<file path="config.mk">
export PLATFORM = sky130hd
export DESIGN_NAME = pipeline_hazard_controller_flat
export DESIGN_NICKNAME = d
export VERILOG_FILES = /design/src/rtl/pipeline_hazard_controller_if.sv /design/src/rtl/pipeline_hazard_controller.sv /design/src/flat_wrapper.sv
export SDC_FILE = /design/constraint.sdc
export NUM_CORES = 1
export LEC_CHECK = 0
export ABC_AREA = 1
export CORE_MARGIN = 4
export CORE_UTILIZATION = 30
export DETAILED_ROUTE_END_ITERATION = 12
export GPL_ROUTABILITY_DRIVEN = 0
export SLEW_MARGIN = 40
export SYNTH_ARGS = -nofsm -noshare
export SYNTH_HDL_FRONTEND = slang
export SYNTH_SLANG_ARGS = --single-unit
</file>
<file path="constraint.sdc">
create_clock -name clk -period 1.7 [get_ports clk]
set_input_delay 0.34 -clock clk [delete_from_list [all_inputs] [get_ports clk]]
set_output_delay 0.34 -clock clk [all_outputs]
set_load 0.005 [all_outputs]
</file>
<file path="src/rtl/pipeline_hazard_controller_if.sv">
// Hazard-control bundle between the pipeline datapath (master) and the hazard controller (slave).
// The master supplies ID decode and ID/EX buffer fields; the slave returns buffer enables and status.
interface pipeline_hazard_controller_if #(
    parameter int REG_ADDR_W = 4
);
    logic [REG_ADDR_W-1:0] id_rs1;
    logic [REG_ADDR_W-1:0] id_rs2;
    logic                  id_use_rs1;
    logic                  id_use_rs2;
    logic                  id_halt;
    logic                  idex_mem_read;
    logic [REG_ADDR_W-1:0] idex_rd;
    logic                  idex_mul_start;
    logic                  idex_div_start;
    logic                  ex_branch_taken;
    logic                  pc_write;
    logic                  ifid_write;
    logic                  ifid_flush;
    logic                  idex_write;
    logic                  idex_flush;
    logic                  exmem_bubble;
    logic                  mdu_busy;
    logic                  mdu_done;
    logic                  halted;
    logic [15:0]           stall_count;

    modport master (
        output id_rs1, id_rs2, id_use_rs1, id_use_rs2, id_halt,
        output idex_mem_read, idex_rd, idex_mul_start, idex_div_start, ex_branch_taken,
        input  pc_write, ifid_write, ifid_flush, idex_write, idex_flush,
        input  exmem_bubble, mdu_busy, mdu_done, halted, stall_count
    );

    modport slave (
        input  id_rs1, id_rs2, id_use_rs1, id_use_rs2, id_halt,
        input  idex_mem_read, idex_rd, idex_mul_start, idex_div_start, ex_branch_taken,
        output pc_write, ifid_write, ifid_flush, idex_write, idex_flush,
        output exmem_bubble, mdu_busy, mdu_done, halted, stall_count
    );
endinterface

</file>
<file path="src/rtl/pipeline_hazard_controller.sv">
// 5-stage pipeline hazard sequencer: load-use stalls, branch flushes, multi-cycle MDU occupancy
// of EX and HALT drain, with a saturating stall-cycle counter for debug.
module pipeline_hazard_controller #(
    parameter int REG_ADDR_W = 4,
    parameter int MUL_CYCLES = 3,
    parameter int DIV_CYCLES = 8
) (
    input  logic                         clk,
    input  logic                         rst,
    pipeline_hazard_controller_if.slave  hz
);
    localparam int CNT_W = (DIV_CYCLES > 2) ? $clog2(DIV_CYCLES) : 1;

    localparam logic [1:0] ST_RUN  = 2'd0;
    localparam logic [1:0] ST_MDU  = 2'd1;
    localparam logic [1:0] ST_HALT = 2'd2;

    // Load value excludes the start cycle and the final (done) cycle.
    localparam logic [CNT_W-1:0] MUL_LOAD = CNT_W'(MUL_CYCLES - 2);
    localparam logic [CNT_W-1:0] DIV_LOAD = CNT_W'(DIV_CYCLES - 2);

    logic [1:0]       state_r;
    logic [1:0]       next_state_s;
    logic [CNT_W-1:0] mdu_cnt_r;
    logic [CNT_W-1:0] next_cnt_s;
    logic [15:0]      stall_count_r;

    logic load_use_s;
    logic mdu_start_s;
    logic pc_write_s;
    logic ifid_write_s;
    logic ifid_flush_s;
    logic idex_write_s;
    logic idex_flush_s;
    logic exmem_bubble_s;
    logic mdu_busy_s;
    logic mdu_done_s;
    logic halted_s;

    assign load_use_s = hz.idex_mem_read
                      && (hz.idex_rd != {REG_ADDR_W{1'b0}})
                      && ((hz.id_use_rs1 && (hz.id_rs1 == hz.idex_rd))
                       || (hz.id_use_rs2 && (hz.id_rs2 == hz.idex_rd)));

    assign mdu_start_s = hz.idex_mul_start || hz.idex_div_start;

    // Control outputs and next state from current state plus hazard inputs, in priority order.
    always_comb begin
        pc_write_s     = 1'b1;
        ifid_write_s   = 1'b1;
        ifid_flush_s   = 1'b0;
        idex_write_s   = 1'b1;
        idex_flush_s   = 1'b0;
        exmem_bubble_s = 1'b0;
        mdu_busy_s     = 1'b0;
        mdu_done_s     = 1'b0;
        halted_s       = 1'b0;
        next_state_s   = state_r;
        next_cnt_s     = mdu_cnt_r;
        case (state_r)
            ST_HALT: begin
                pc_write_s   = 1'b0;
                ifid_write_s = 1'b0;
                idex_flush_s = 1'b1;
                halted_s     = 1'b1;
            end
            ST_MDU: begin
                pc_write_s   = 1'b0;
                ifid_write_s = 1'b0;
                idex_write_s = 1'b0;
                mdu_busy_s   = 1'b1;
                if (mdu_cnt_r == {CNT_W{1'b0}}) begin
                    mdu_done_s     = 1'b1;
                    exmem_bubble_s = 1'b0;
                    next_state_s   = ST_RUN;
                end else begin
                    exmem_bubble_s = 1'b1;
                    next_cnt_s     = mdu_cnt_r - {{(CNT_W-1){1'b0}}, 1'b1};
                end
            end
            ST_RUN: begin
                if (mdu_start_s) begin
                    pc_write_s     = 1'b0;
                    ifid_write_s   = 1'b0;
                    idex_write_s   = 1'b0;
                    exmem_bubble_s = 1'b1;
                    mdu_busy_s     = 1'b1;
                    next_state_s   = ST_MDU;
                    next_cnt_s     = hz.idex_div_start ? DIV_LOAD : MUL_LOAD;
                end else if (hz.ex_branch_taken) begin
                    ifid_flush_s = 1'b1;
                    idex_flush_s = 1'b1;
                end else if (load_use_s) begin
                    pc_write_s   = 1'b0;
                    ifid_write_s = 1'b0;
                    idex_flush_s = 1'b1;
                end else if (hz.id_halt) begin
                    next_state_s = ST_HALT;
                end else begin
                    next_state_s = ST_RUN;
                end
            end
            default: begin
                next_state_s = ST_RUN;
                next_cnt_s   = {CNT_W{1'b0}};
            end
        endcase
    end

    // State, MDU countdown and saturating stall counter.
    always_ff @(posedge clk) begin
        if (rst) begin
            state_r       <= ST_RUN;
            mdu_cnt_r     <= {CNT_W{1'b0}};
            stall_count_r <= 16'd0;
        end else begin
            state_r   <= next_state_s;
            mdu_cnt_r <= next_cnt_s;
            if (!pc_write_s && (state_r != ST_HALT) && (stall_count_r != 16'hFFFF)) begin
                stall_count_r <= stall_count_r + 16'd1;
            end else begin
                stall_count_r <= stall_count_r;
            end
        end
    end

    assign hz.pc_write     = pc_write_s;
    assign hz.ifid_write   = ifid_write_s;
    assign hz.ifid_flush   = ifid_flush_s;
    assign hz.idex_write   = idex_write_s;
    assign hz.idex_flush   = idex_flush_s;
    assign hz.exmem_bubble = exmem_bubble_s;
    assign hz.mdu_busy     = mdu_busy_s;
    assign hz.mdu_done     = mdu_done_s;
    assign hz.halted       = halted_s;
    assign hz.stall_count  = stall_count_r;
endmodule

</file>
<file path="src/flat_wrapper.sv">
// flat-port wrapper written by rule: the top's interface ports become plain ports
module pipeline_hazard_controller_flat 
#(
    parameter int REG_ADDR_W = 4,
    parameter int MUL_CYCLES = 3,
    parameter int DIV_CYCLES = 8
)
  (clk, rst, hz_id_rs1, hz_id_rs2, hz_id_use_rs1, hz_id_use_rs2, hz_id_halt, hz_idex_mem_read, hz_idex_rd, hz_idex_mul_start, hz_idex_div_start, hz_ex_branch_taken, hz_pc_write, hz_ifid_write, hz_ifid_flush, hz_idex_write, hz_idex_flush, hz_exmem_bubble, hz_mdu_busy, hz_mdu_done, hz_halted, hz_stall_count);
  pipeline_hazard_controller_if #(.REG_ADDR_W(REG_ADDR_W)) hz_i ();
  input  logic clk;
  input  logic rst;
  input wire logic [$bits(hz_i.id_rs1)-1:0] hz_id_rs1;
  input wire logic [$bits(hz_i.id_rs2)-1:0] hz_id_rs2;
  input wire logic [$bits(hz_i.id_use_rs1)-1:0] hz_id_use_rs1;
  input wire logic [$bits(hz_i.id_use_rs2)-1:0] hz_id_use_rs2;
  input wire logic [$bits(hz_i.id_halt)-1:0] hz_id_halt;
  input wire logic [$bits(hz_i.idex_mem_read)-1:0] hz_idex_mem_read;
  input wire logic [$bits(hz_i.idex_rd)-1:0] hz_idex_rd;
  input wire logic [$bits(hz_i.idex_mul_start)-1:0] hz_idex_mul_start;
  input wire logic [$bits(hz_i.idex_div_start)-1:0] hz_idex_div_start;
  input wire logic [$bits(hz_i.ex_branch_taken)-1:0] hz_ex_branch_taken;
  output wire logic [$bits(hz_i.pc_write)-1:0] hz_pc_write;
  output wire logic [$bits(hz_i.ifid_write)-1:0] hz_ifid_write;
  output wire logic [$bits(hz_i.ifid_flush)-1:0] hz_ifid_flush;
  output wire logic [$bits(hz_i.idex_write)-1:0] hz_idex_write;
  output wire logic [$bits(hz_i.idex_flush)-1:0] hz_idex_flush;
  output wire logic [$bits(hz_i.exmem_bubble)-1:0] hz_exmem_bubble;
  output wire logic [$bits(hz_i.mdu_busy)-1:0] hz_mdu_busy;
  output wire logic [$bits(hz_i.mdu_done)-1:0] hz_mdu_done;
  output wire logic [$bits(hz_i.halted)-1:0] hz_halted;
  output wire logic [$bits(hz_i.stall_count)-1:0] hz_stall_count;
  assign hz_i.id_rs1 = hz_id_rs1;
  assign hz_i.id_rs2 = hz_id_rs2;
  assign hz_i.id_use_rs1 = hz_id_use_rs1;
  assign hz_i.id_use_rs2 = hz_id_use_rs2;
  assign hz_i.id_halt = hz_id_halt;
  assign hz_i.idex_mem_read = hz_idex_mem_read;
  assign hz_i.idex_rd = hz_idex_rd;
  assign hz_i.idex_mul_start = hz_idex_mul_start;
  assign hz_i.idex_div_start = hz_idex_div_start;
  assign hz_i.ex_branch_taken = hz_ex_branch_taken;
  assign hz_pc_write = hz_i.pc_write;
  assign hz_ifid_write = hz_i.ifid_write;
  assign hz_ifid_flush = hz_i.ifid_flush;
  assign hz_idex_write = hz_i.idex_write;
  assign hz_idex_flush = hz_i.idex_flush;
  assign hz_exmem_bubble = hz_i.exmem_bubble;
  assign hz_mdu_busy = hz_i.mdu_busy;
  assign hz_mdu_done = hz_i.mdu_done;
  assign hz_halted = hz_i.halted;
  assign hz_stall_count = hz_i.stall_count;
  pipeline_hazard_controller #(.REG_ADDR_W(REG_ADDR_W), .MUL_CYCLES(MUL_CYCLES), .DIV_CYCLES(DIV_CYCLES)) u_core (.clk(clk), .rst(rst), .hz(hz_i));
endmodule
</file>
# After elaboration in Yosys (flattened, before gate mapping)
# Index checks and enable logic that the tools add are counted.
[totals]
in_bits = 21
output_inout_bits = 25
romBits = 0
elab_cells = 62
n_memories = 0
reg_bits = 21
ramBits = 0
latch_bits = 0
[classes]
mul = 0
n_bitwise = 1
mux = 30
n_lt_le_gt_ge = 0
reduce_logical = 15
n_shift = 0
n_addsub = 2
n_div = 0
n_eq_ne = 11
[ops]
columns = ["op", "count"]
rows = [
  ["$add 16x1->16 const B", 1],
  ["$ne 16x16->1 const B", 1],
  ["$mux 1", 15],
  ["$mux 2", 5],
  ["$pmux 1 s2", 5],
  ["$mux 3", 3],
  ["$pmux 3 s3", 1],
  ["$eq 4x4->1", 2],
  ["$logic_and 1x1->1", 6],
  ["$pmux 2 s3", 1],
  ["$ne 2x1->1 const B", 2],
  ["$ne 2x2->1 const B", 2],
  ["$reduce_and 4->1", 1],
  ["$reduce_bool 4->1", 1],
  ["$logic_not 3->1", 1],
  ["$ne 3x2->1 const B", 1],
  ["$ne 3x3->1 const B", 1],
  ["$reduce_and 3->1", 1],
  ["$sub 3x1->3 const B", 1],
  ["$eq 2x1->1 const B", 1],
  ["$eq 2x2->1 const B", 1],
  ["$logic_not 2->1", 1],
  ["$logic_or 1x1->1", 2],
  ["$reduce_or 2->1", 1],
  ["other kinds (2)", 2],
]

# Longest topological paths before layout
[depth]
ltp_word = 11
ltp_mapped = 12
mapped_depth_nobuf = 12

# Least setup slack after synthesis
# OpenSTA, ideal clock, no wires.
[synth_timing]
kind = "register to output"
startpoint = "register u_core.state_r[0]"
endpoint = "output port hz_pc_write"
arrival_time_ps = 1366
n_path_buf = 2
stages_incl_launch_ff = 9
setup_slack_ps = -6
path_cell_list = "dfxtp_1 inv_1 ha_1 nand2_1 o22ai_1 a21oi_4 buf_4 inv_2 buf_4"
[synth_via]
elab_chain_len = 3
word_cells_on_any_way = 5
classes_between = "eq/ne: 2; mux: 1; reduce/logical: 2"
[synth_lines]
columns = ["element", "line", "source"]
rows = [
  ["start: declaration", "pipeline_hazard_controller.sv:22", "logic [1:0] state_r;"],
  ["start signal: assignment", "pipeline_hazard_controller.sv:117", "state_r <= next_state_s;"],
  ["$eq 2x2->1 / $eq 2x1->1 (equally long branches)", "n/a", ""],
  ["$reduce_or 2->1 (no source line)", "n/a", ""],
  ["$pmux 1 s2 (*)", "n/a", ""],
  ["end: declaration", "flat_wrapper.sv:22", "output wire logic [$bits(hz_i.pc_write)-1:0] hz_pc_write;"],
]
# Mark *: on every way between the ends. The rest lies on a longest branch, timed or not.

# Final worst setup path
[layout_timing]
startpoint = "register u_core.state_r[1]"
endpoint = "output port hz_ifid_flush"
[layout_via]
elab_chain_len = 2
[layout_lines]
columns = ["element", "line", "source"]
rows = [
  ["$logic_not 2->1", "pipeline_hazard_controller.sv:60", "case (state_r)"],
  ["$mux 1", "pipeline_hazard_controller.sv:60", ""],
  ["end: declaration", "flat_wrapper.sv:24", "output wire logic [$bits(hz_i.ifid_flush)-1:0] hz_ifid_flush;"],
]
# Every way passes these cells.

==> impl_metrics.ini <==
[outcome]
status = finished, final reports clean

[worst_setup_path]
worstSetupPathType = reg -> out
path_max_fanout = 5
critPathRequiredTime_ns = 1.36
critPathCaptureType = output pin
critPathLaunchType = register
worstPathArrival_ns = 1.34

[floorplan]
start_util_pct = 31.23
die_y_um = 81.38
io_pins = 46
num_rows = 26
coreArea_sq_mm = 0.005172
dieWidth_um = 81.38
die_area_sq_mm = 0.006622

[timing]
slew_headroom_pct = 80.84
period_share_pct = 99.11
finalHoldViolations = 0
rsz0062_at_grt = true
fin_tns_setup_ns = 0
setup_viol = 0
fin_crit_ns = 1.685
finalClockSkew_ns = 0.007467
fmax_ghz = 0.5935
tightest_slew_ns = 0.2871
drv_slew = 0

[clock_network]
clockRootBuffer = clkbuf_8
cts_buffers = 3
cts_max_level = 1
cts_buffer_depth = 2
clkTransAtPathRegs_ns = 0.09
cts_tree = built
clock_latency_ns = 0.27
clock-sinks = 21

[layout]
nFillCells = 496
syn2layout_area_growth_pct = 60.65
nNetsFinal = 353
diodes = 0
fin_cells = 395
drive_gt1_share_pct = 38.46

[power]
p_seq_share_pct = 20.8
p_int_mw = 1.781
switching_power_mw = 1.254
power_density_mw_per_mm2 = 1169
pwr-share-clk_pct = 11.5
swShare_pct = 41.32
ir_worst_vdd_uv = 532.9
pwr-share-comb_pct = 67.6
p_leak_nw = 1.099

[routing]
first_iter_violations = 59
wl_per_cell_um = 11.71
drc = 0
via_per_inst = 4.529
dr_total_vias = 1789
dr.pass1.iters = 4
ant_nets = 0
totalWireLength_um = 4626

[synth]
yosysSeqAreaShare_pct = 26.03
synth_edf_count = 0
synth-main-ff-cell = dfxtp_1
synth_cells = 237
synth_area_leaders = dfxtp_1 (26%), nand2_1 (11%), inv_1 (6.0%), nand4_1 (5.8%), nor2_1 (5.3%)
avgSynthCellArea_sq_um = 6.816
yosys_warnings = 0
synth_async_sr_flop_share_pct = 0
yosysTopAreaCell = dfxtp_1
yosysMostFrequentCell = nand2_1
syn_nets = 264
synth_common_cells = nand2_1 (47), inv_1 (26), nor2_1 (23)
synth-seq-cells = 21
synthDistinctLibCells = 34
yosysTopAreaCellShare_pct = 26.03
synth.cell_area_sq_mm = 0.001615

[run]
maxCapViolations = 0

[global_routing]
grt_pass1_vias = 1802
antenna_found_initial = 0
track_usage_pct = 14.47
grt_pass1_wl_um = 7748
grt_overflow = 0
grt_max_degree = 18

[min_path]
hp-class = reg -> reg

[place]
port_buffers = 45
placed_cells = 386
dp_hpwl_um = 3478
-- cell usage in the layout (no fill, tap or decap), types with 4 or more instances in the layout --
cell type        instances
a21oi_1                  8
a21oi_2                  8
buf_2                   10
buf_4                   42
buf_6                    4
clkbuf_2                 4
clkdlybuf4s50_1         19
dfxtp_1                 19
dlygate4sd2_1            6
inv_1                   21
inv_2                   10
nand2_1                 44
nand2_2                 11
nand3_1                  8
nand4_1                 15
nor2_1                  18
nor2_2                   4
nor3_1                   7
nor3_2                   4
o21ai_1                  5
xnor2_1                  7
xor2_1                   6
-- final timing paths --
path	from	endpoint	slack, ns	depth (start not counted)
setup / recovery	u_core.state_r[1]	hz_ifid_flush	0.02	5
hold / removal	u_core.mdu_cnt_r[1]	u_core.mdu_cnt_r[1]	0.50	2
setup reg to reg	u_core.state_r[1]	u_core.mdu_cnt_r[1]	0.12	11
hold reg to reg	u_core.mdu_cnt_r[1]	u_core.mdu_cnt_r[1]	0.50	2
-- sequential cells by signal (all words and copies together), names as in the netlist --
signal                 flops
u_core.hz.stall_count     16
u_core.mdu_cnt_r           3
u_core.state_r             2
-- layer usage --
metal	part of all wire, %	vias up	wire (um)	GRT usage (%)
met3	4.8	4	220	2.328
li1	-	949	-	-
met5	0	-	0	0
met2	48	31	2219	26.30
met1	46	805	2151	17.56
met4	0.76	0	35	3.547
-- layout make-up --
class,count,area [sq um],area share [%]
clock buffers,3,41.29,1.591
clock inverters,1,7.507,0.2893
inverters,36,140.1,5.400
multi-input cells,173,1141,43.97
flip-flops and latches,21,422.9,16.30
well taps,70,87.58,3.375
repair buffers,91,754.5,29.07
-- cell families (layout without fill, tap and decap cells) --
kind of cell	Yosys count	count (layout)	share of synthesized area, %
AOI/OAI and AO/OA	33	33	13.63
buffers and inverters	43	131	11.46
xor gates and xnor gates	13	13	7.049
DFF	21	21	26.03
and+or+nand+nor	121	121	37.18
adders and majority gates	6	6	4.647
-- worst max-delay path, cell delays in order (launching register included) --
cell           delay, ns
dfxtp_2             0.34
inv_2               0.07
ha_4                0.19
nand2_8             0.08
nor2_2              0.15
dlygate4sd2_1       0.25
-- metrics by stage --
stage | setup WS [ns] | power [mW] | util [%] | hold WS [ns] | instance area (sq um)
2_1_floorplan | 0.03052 | 1.569 | - | 0.4564 | 1618
3_3_place_gp | -0.6463 | 2.428 | 47.15 | 0.4766 | 2439
3_5_place_dp | -0.6616 | 2.439 | 47.15 | 0.4836 | 2439
4_1_cts | -0.01996 | 2.918 | 49.49 | 0.4971 | 2560
5_1_grt | -0.03545 | 3.273 | 50.17 | 0.5471 | 2595
6_report | 0.01506 | 3.035 | 50.17 | 0.4982 | 2595
-- repair_timing --
action,in CTS,in global routing
hold buffers,0,0
pin swaps,24,16
setup buffers,4,2
endpoints found under the setup margin,26,8
gates resized for setup,100,18
-- power groups by stage --
stage,clock network [mW],registers (mW),logic (mW)
2_1_floorplan,0,0.625,0.945
3_3_place_gp,0,0.621,1.81
3_5_place_dp,0,0.623,1.82
4_1_cts,0.366,0.626,1.93
5_1_grt,0.377,0.638,2.26
6_report,0.350,0.632,2.05
(Power assumes the default switching activity.)
==> RTL change 1 (same settings) <==
`REG_ADDR_W` is set to 4 in 3 places; all go to 2.
--- a/src/rtl/pipeline_hazard_controller_if.sv
+++ b/src/rtl/pipeline_hazard_controller_if.sv
@@ -2,5 +2,5 @@
 // The master supplies ID decode and ID/EX buffer fields; the slave returns buffer enables and status.
 interface pipeline_hazard_controller_if #(
-    parameter int REG_ADDR_W = 4
+    parameter int REG_ADDR_W = 2
 );
     logic [REG_ADDR_W-1:0] id_rs1;
--- a/src/rtl/pipeline_hazard_controller.sv
+++ b/src/rtl/pipeline_hazard_controller.sv
@@ -2,5 +2,5 @@
 // of EX and HALT drain, with a saturating stall-cycle counter for debug.
 module pipeline_hazard_controller #(
-    parameter int REG_ADDR_W = 4,
+    parameter int REG_ADDR_W = 2,
     parameter int MUL_CYCLES = 3,
     parameter int DIV_CYCLES = 8
--- a/src/flat_wrapper.sv
+++ b/src/flat_wrapper.sv
@@ -2,5 +2,5 @@
 module pipeline_hazard_controller_flat 
 #(
-    parameter int REG_ADDR_W = 4,
+    parameter int REG_ADDR_W = 2,
     parameter int MUL_CYCLES = 3,
     parameter int DIV_CYCLES = 8
Interface: changed (resized hz_id_rs1, hz_id_rs2 and hz_idex_rd); port bits go from 46 to 40. The function was not compared with the original's and may differ.
==> RTL change 1 against the unedited design <==
The flow now finishes with violations (negative setup slack). Wire length is 3.0% lower. Final cell count is 1.0% lower. Fmax is 2.4% lower. Power is 34% lower. Area after synthesis is 1.9% lower. Sequential cell count stayed put. Core utilization is 1.5 points lower. Count of clock-buffer cells in the layout stayed put. Worst setup slack worse by 41 ps. First-iteration DRC count is 17% higher. Cell area is 4.3% lower. Critical path type unchanged. Highest routed layer unchanged.
==> RTL change 1: results (changes against the unedited design) <==
setup_path:
  worst-endpoint-arrival_ps: 1390  # +50 ps
  endpoint_kind: "output pin"
  reg2reg_depth: 10  # -1
  r2r_end: "u_core.hz.stall_count[1]$_SDFFE_PP0P_"
  cp_max_fo: 3  # -2
  critPathLaunch: "u_core.state_r[0]$_SDFFE_PP0P_"
  r2r-start: "u_core.hz.stall_count[1]$_SDFFE_PP0P_"
  ff2ff_setup_slack_ps: 70  # -50 ps
  cp-endpoint: "hz_pc_write"
global_routing:
  grt_first_pass_wirelength_mm: 7.38  # -4.8%
  grt_max_degree: 18  # unchanged
  grt_pass1_vias: 1675  # -7.0%
  track_usage: 0.143  # -0.00174
  antenna_found_initial: 0  # unchanged
drt:
  wl_per_cell_microns: 11.5  # -2.0%
  drt-initial-drc-count: 69  # +17%
  drt_pass1_iterations: 4  # unchanged
  viasPerCell: 4.55  # +0.46%
  vias: 1779  # -0.56%
yosys:
  syn_inst: 242  # +2.1%
  synth_fp_nets: 263  # -0.38%
  synth-seq-area-share: 0.265  # +0.00514
  yosysWarnings: 0  # unchanged
  synthTopCellsByCount: "nand2_1 (66), inv_1 (27), nor2_1 (24)"
  async_flop_share: 0  # unchanged
  synth_area_leaders: "dfxtp_1 (27%), nand2_1 (16%), nand4_1 (8.3%)"
  ys_types: 30  # -12%
  synthFlopType: "dfxtp_1"
power_and_ir_drop:
  pg_comb_mw: 1.06  # -48%
  pg_clk_uw: 344  # -2%
  power_switching_uw: 771  # -39%
  leakage_nw: 1.03  # -6.0%
  power.clock.fraction: 0.173  # +0.058
  peakVddDrop_uv: 517  # -3.0%
hold_path:
  hold_depth: 2  # unchanged
  hp-class: "register to register"
  worstHoldStart: "u_core.mdu_cnt_r[1]$_SDFFE_PP0P_"
  hold_path_end: "u_core.mdu_cnt_r[1]$_SDFFE_PP0P_"
place:
  hpwl_mm: 3.27  # -5.9%
  dp_cells: 372  # -3.6%
  place_ws_ps: -595  # +66.6 ps
  port_buffers: 39  # -13%
clock_network:
  htreeDepth: 1  # unchanged
  cts_buffer_depth: 2  # unchanged
  cts_root_buffer: "clkbuf_8"
  cts_buffers: 3  # unchanged
  path_clk_slew_ps: 80
  clkLatencyLatePin_ps: 260
final_layout:
  antenna_cells: 0  # unchanged
  largest_register_ffs: 16  # unchanged
  final_util: 0.486  # -0.0154
  fill_cells: 535  # +7.9%
  nets: 343  # -2.8%
  drive_gt1_frac: 0.343  # -0.0419
sta:
  final-setup-viol-count: 2  # +2
  clock_skew_ps: 1.44  # -6.03 ps
  timing.final.ws_setup_ps: -26.1  # -41.1 ps
  max-slew-margin-rel: 0.828  # +0.0195
outcome:
  status: "finished, violations left"
  failed_checks: "negative setup slack"
-- RTL change 1: layout make-up --
| class | instances | area (sq um) | area share |
|---|---|---|---|
| Multi-Input combinational cell | 185 | 1120 | 0.453 |
| Timing Repair Buffer | 81 | 682 | 0.275 |
| Clock inverter | 1 | 5.00 | 0.00202 |
| Sequential cell | 21 | 425 | 0.171 |
| Inverter | 30 | 118 | 0.0474 |
| Tap cell | 70 | 87.6 | 0.0353 |
| Clock buffer | 3 | 41.3 | 0.0166 |
-- RTL change 1: through the flow --
stage                     TNS, ps  hold WS [ps]  cell area [sq um]
after floorplan                 0           457               1590
after global placement      -8940           479               2230
final                       -40.0           493               2480
after CTS                   -58.7           499               2370
after global routing         -537           521               2480
after detailed placement    -9150           486               2230
-- RTL change 1: critical path, cell delays in order (launching register included) --
cell and delay [ps]:
dfxtp_2 340, inv_2 50, ha_4 170, nand2_4 80
nor2_4 40, buf_6 110, nor2_4 90, nand2_2 100
buf_2 140
-- RTL change 1: cells by family after synthesis --
| logic type | Yosys count | synth area share |
|---|---|---|
| simple gates | 140 | 0.423 |
| buf+inv | 37 | 0.0995 |
| compound gates | 31 | 0.126 |
| flops | 21 | 0.265 |
| xor+xnor | 7 | 0.0387 |
| fa+ha+maj | 6 | 0.0474 |
-- RTL change 1: layer usage --
layer  part of all wire  vias up  global-route usage  routed length (microns)
met2               0.50       29               0.261                     2260
li1                   -      952                   -                        -
met4             0.0031        0              0.0203                       14
met1               0.45      796               0.172                     2010
met3              0.044        2              0.0348                      199
met5                  0        -                   0                        0
-- RTL change 1: repair_timing --
item	CTS	global route
buffers inserted	7	7
pin swaps	13	6
resized for setup	64	20
gates cloned	0	1
setup endpoints to repair	26	28
==> RTL change 2 (same settings) <==
Made on the original files. Make the reset (`rst`) asynchronous in one clocked block.
--- a/src/rtl/pipeline_hazard_controller.sv
+++ b/src/rtl/pipeline_hazard_controller.sv
@@ -109,5 +109,5 @@
 
     // State, MDU countdown and saturating stall counter.
-    always_ff @(posedge clk) begin
+    always_ff @(posedge clk or posedge rst) begin
         if (rst) begin
             state_r       <= ST_RUN;
Function: differs if rst is asserted again (counterexample within 4 cycles, from zero or initial values and one cycle with rst high); with rst held inactive, the same outputs for 10 cycles.
==> RTL change 2 against the unedited design <==
The run now ends with negative setup slack left. Cell area fell by 5.3%. Sequential share of layout area rose by 5.1 points. Worst setup slack got worse by 57 ps. Core utilization fell by 2.1 points. Area after synthesis fell by 1.8%. Final cell count fell by 2.5%. Largest cell class unchanged. Power fell by 1.7%. Via count fell by 2.3%. Global-route usage fell by 1.3 points. Largest power group unchanged. Sequential cell count did not move. Worst hold slack got worse by 89 ps. Wire length fell by 8.6%. Combinational power fell by 5%.
==> RTL change 2: results (changes against the unedited design) <==
final_layout:
  fill_cells: 527  # +6.3%
  antenna_cells: 0  # unchanged
  nets: 343  # -2.8%
  drive_gt1_frac: 0.238  # -0.147
  largest_register_ffs: 16  # unchanged
  multi_input_area_sq_um: 1020  # -11%
yosys:
  syn_area_per_cell_sq_um: 6.78  # -0.52%
  synthXorXnorAreaFrac: 0.0883  # +0.0178
  synthTopCellsByCount: "nand2_1 (82), inv_1 (28), nor2_1 (27)"
  synthFlopType: "dfrtp_1"
  synthAdderAreaFrac: 0.0473  # +0.000843
  synthMuxAreaShare: 0  # unchanged
  synth_compound_area_frac: 0.0371  # -0.0993
  ys_types: 23  # -32%
  synth_fp_nets: 261  # -1.1%
  async_flop_share: 1.00  # +1.00
  synth_area_leaders: "dfrtp_1 (33%), nand2_1 (19%), nand4_1 (7.9%)"
  synth-seq-area-share: 0.331  # +0.0710
power_and_ir_drop:
  pg_comb_mw: 1.94  # -5%
  switching_share: 0.414  # +0.000763
  seq_power_uw: 725  # +15%
  leakage_nw: 1.24  # +13%
  combPwrFrac: 0.649  # -0.027
  peakVddDrop_uv: 469  # -12%
clock_network:
  cts_buffers: 3  # unchanged
  path_clk_slew_ps: 70  # -20 ps
place:
  dp_cells: 372  # -3.6%
  place_area_sq_um: 2330  # -4.4%
  hpwl_mm: 3.17  # -8.8%
  place_ws_ps: -692  # -30.0 ps
sta:
  fin_setup_tns_ps: -121  # -121 ps
  clock_skew_ps: 0.841  # -6.63 ps
  tightest_slew_ps: 315  # +28.0 ps
  hold_ws_ps: 409  # -88.9 ps
  timing.final.ws_setup_ps: -41.5  # -56.6 ps
  final-setup-viol-count: 6  # +6
drt:
  drt_pass1_iterations: 4  # unchanged
  wl_met3_microns: 268  # +22%
  viasPerCell: 4.54  # +0.19%
  wl_met1_mm: 1.88  # -13%
  vias: 1747  # -2.3%
  drt-initial-drc-count: 86  # +46%
  wl_per_cell_microns: 11.0  # -6.3%
  wl_met2_mm: 2.06  # -7.0%
global_routing:
  met2_usage: 0.224  # -0.0387
  grt_pass1_vias: 1569  # -13%
  track_usage: 0.132  # -0.0126
  grt_max_degree: 22  # +4
  met1_usage: 0.173  # -0.00216
  antenna_found_initial: 0  # unchanged
  grt_use_met3: 0.0314  # +0.00811
  grt_first_pass_wirelength_mm: 6.93  # -11%
setup_path:
  slowest_stage: "dfrtp_1"
  max_stage_delay_ps: 400  # +60 ps
  worst-endpoint-arrival_ps: 1400  # +60 ps
  ff2ff_setup_slack_ps: -10  # -130 ps
  cp_max_fo: 4  # -1
outcome:
  failed_checks: "negative setup slack"
  status: "finished, violations left"
hold_path:
  hp-class: "input pin to asynchronous set/reset pin"
## RTL change 2: changes by cell type after synthesis, moves of 5 or more
cell and change:
dfxtp_1 -21, inv_2 -5, nor3_1 -6, dfrtp_1 +21, nand2_2 -8, nand2_1 +35, nand4_1 +5, a21oi_2 -8
a21oi_1 -7
## RTL change 2: path summary, 6_finish.rpt
path / startpoint / to / depth (start not counted)
min: rst / u_core.mdu_cnt_r[0]$_DFFE_PP0P_ / 3
min reg2reg: u_core.hz.stall_count[13]$_DFFE_PP0P_ / u_core.hz.stall_count[13]$_DFFE_PP0P_ / 2
max reg2reg: u_core.state_r[1]$_DFFE_PP0P_ / u_core.state_r[0]$_DFFE_PP0P_ / 11
max: u_core.state_r[0]$_DFFE_PP0P_ / hz_pc_write / 8
max in group asynchronous: rst / u_core.hz.stall_count[11]$_DFFE_PP0P_ / 3
min in group clk: u_core.hz.stall_count[13]$_DFFE_PP0P_ / u_core.hz.stall_count[13]$_DFFE_PP0P_ / 2
## RTL change 2: final cells by class
type	instances	share of cell area
clock buffers	4	0.0183
well taps	70	0.0356
multi-input cells	180	0.415
flip-flops and latches	21	0.214
inverters	29	0.0453
repair buffers	81	0.272
## RTL change 2: logic make-up (layout without fill, tap and decap cells)
kind of cell / Yosys count / after routing
AO/OA/AOI/OAI: 11 / 11
flip-flops: 21 / 21
AND/OR/NAND/NOR: 146 / 147
buffers and inverters: 34 / 114
adder cells (fa/ha/maj): 6 / 6
XOR/XNOR: 16 / 16
## RTL change 2: tightest hold or removal path: stages
cell and delay, ps:
clkdlybuf4s50_1 400, inv_1 50, buf_4 260
## RTL change 2: repair_timing
action / CTS / global route
resized for setup: 67 / 15
buffers inserted: 6 / 3
cloned: 0 / 1
pin swaps: 14 / 6
endpoints found under the setup margin: 28 / 27
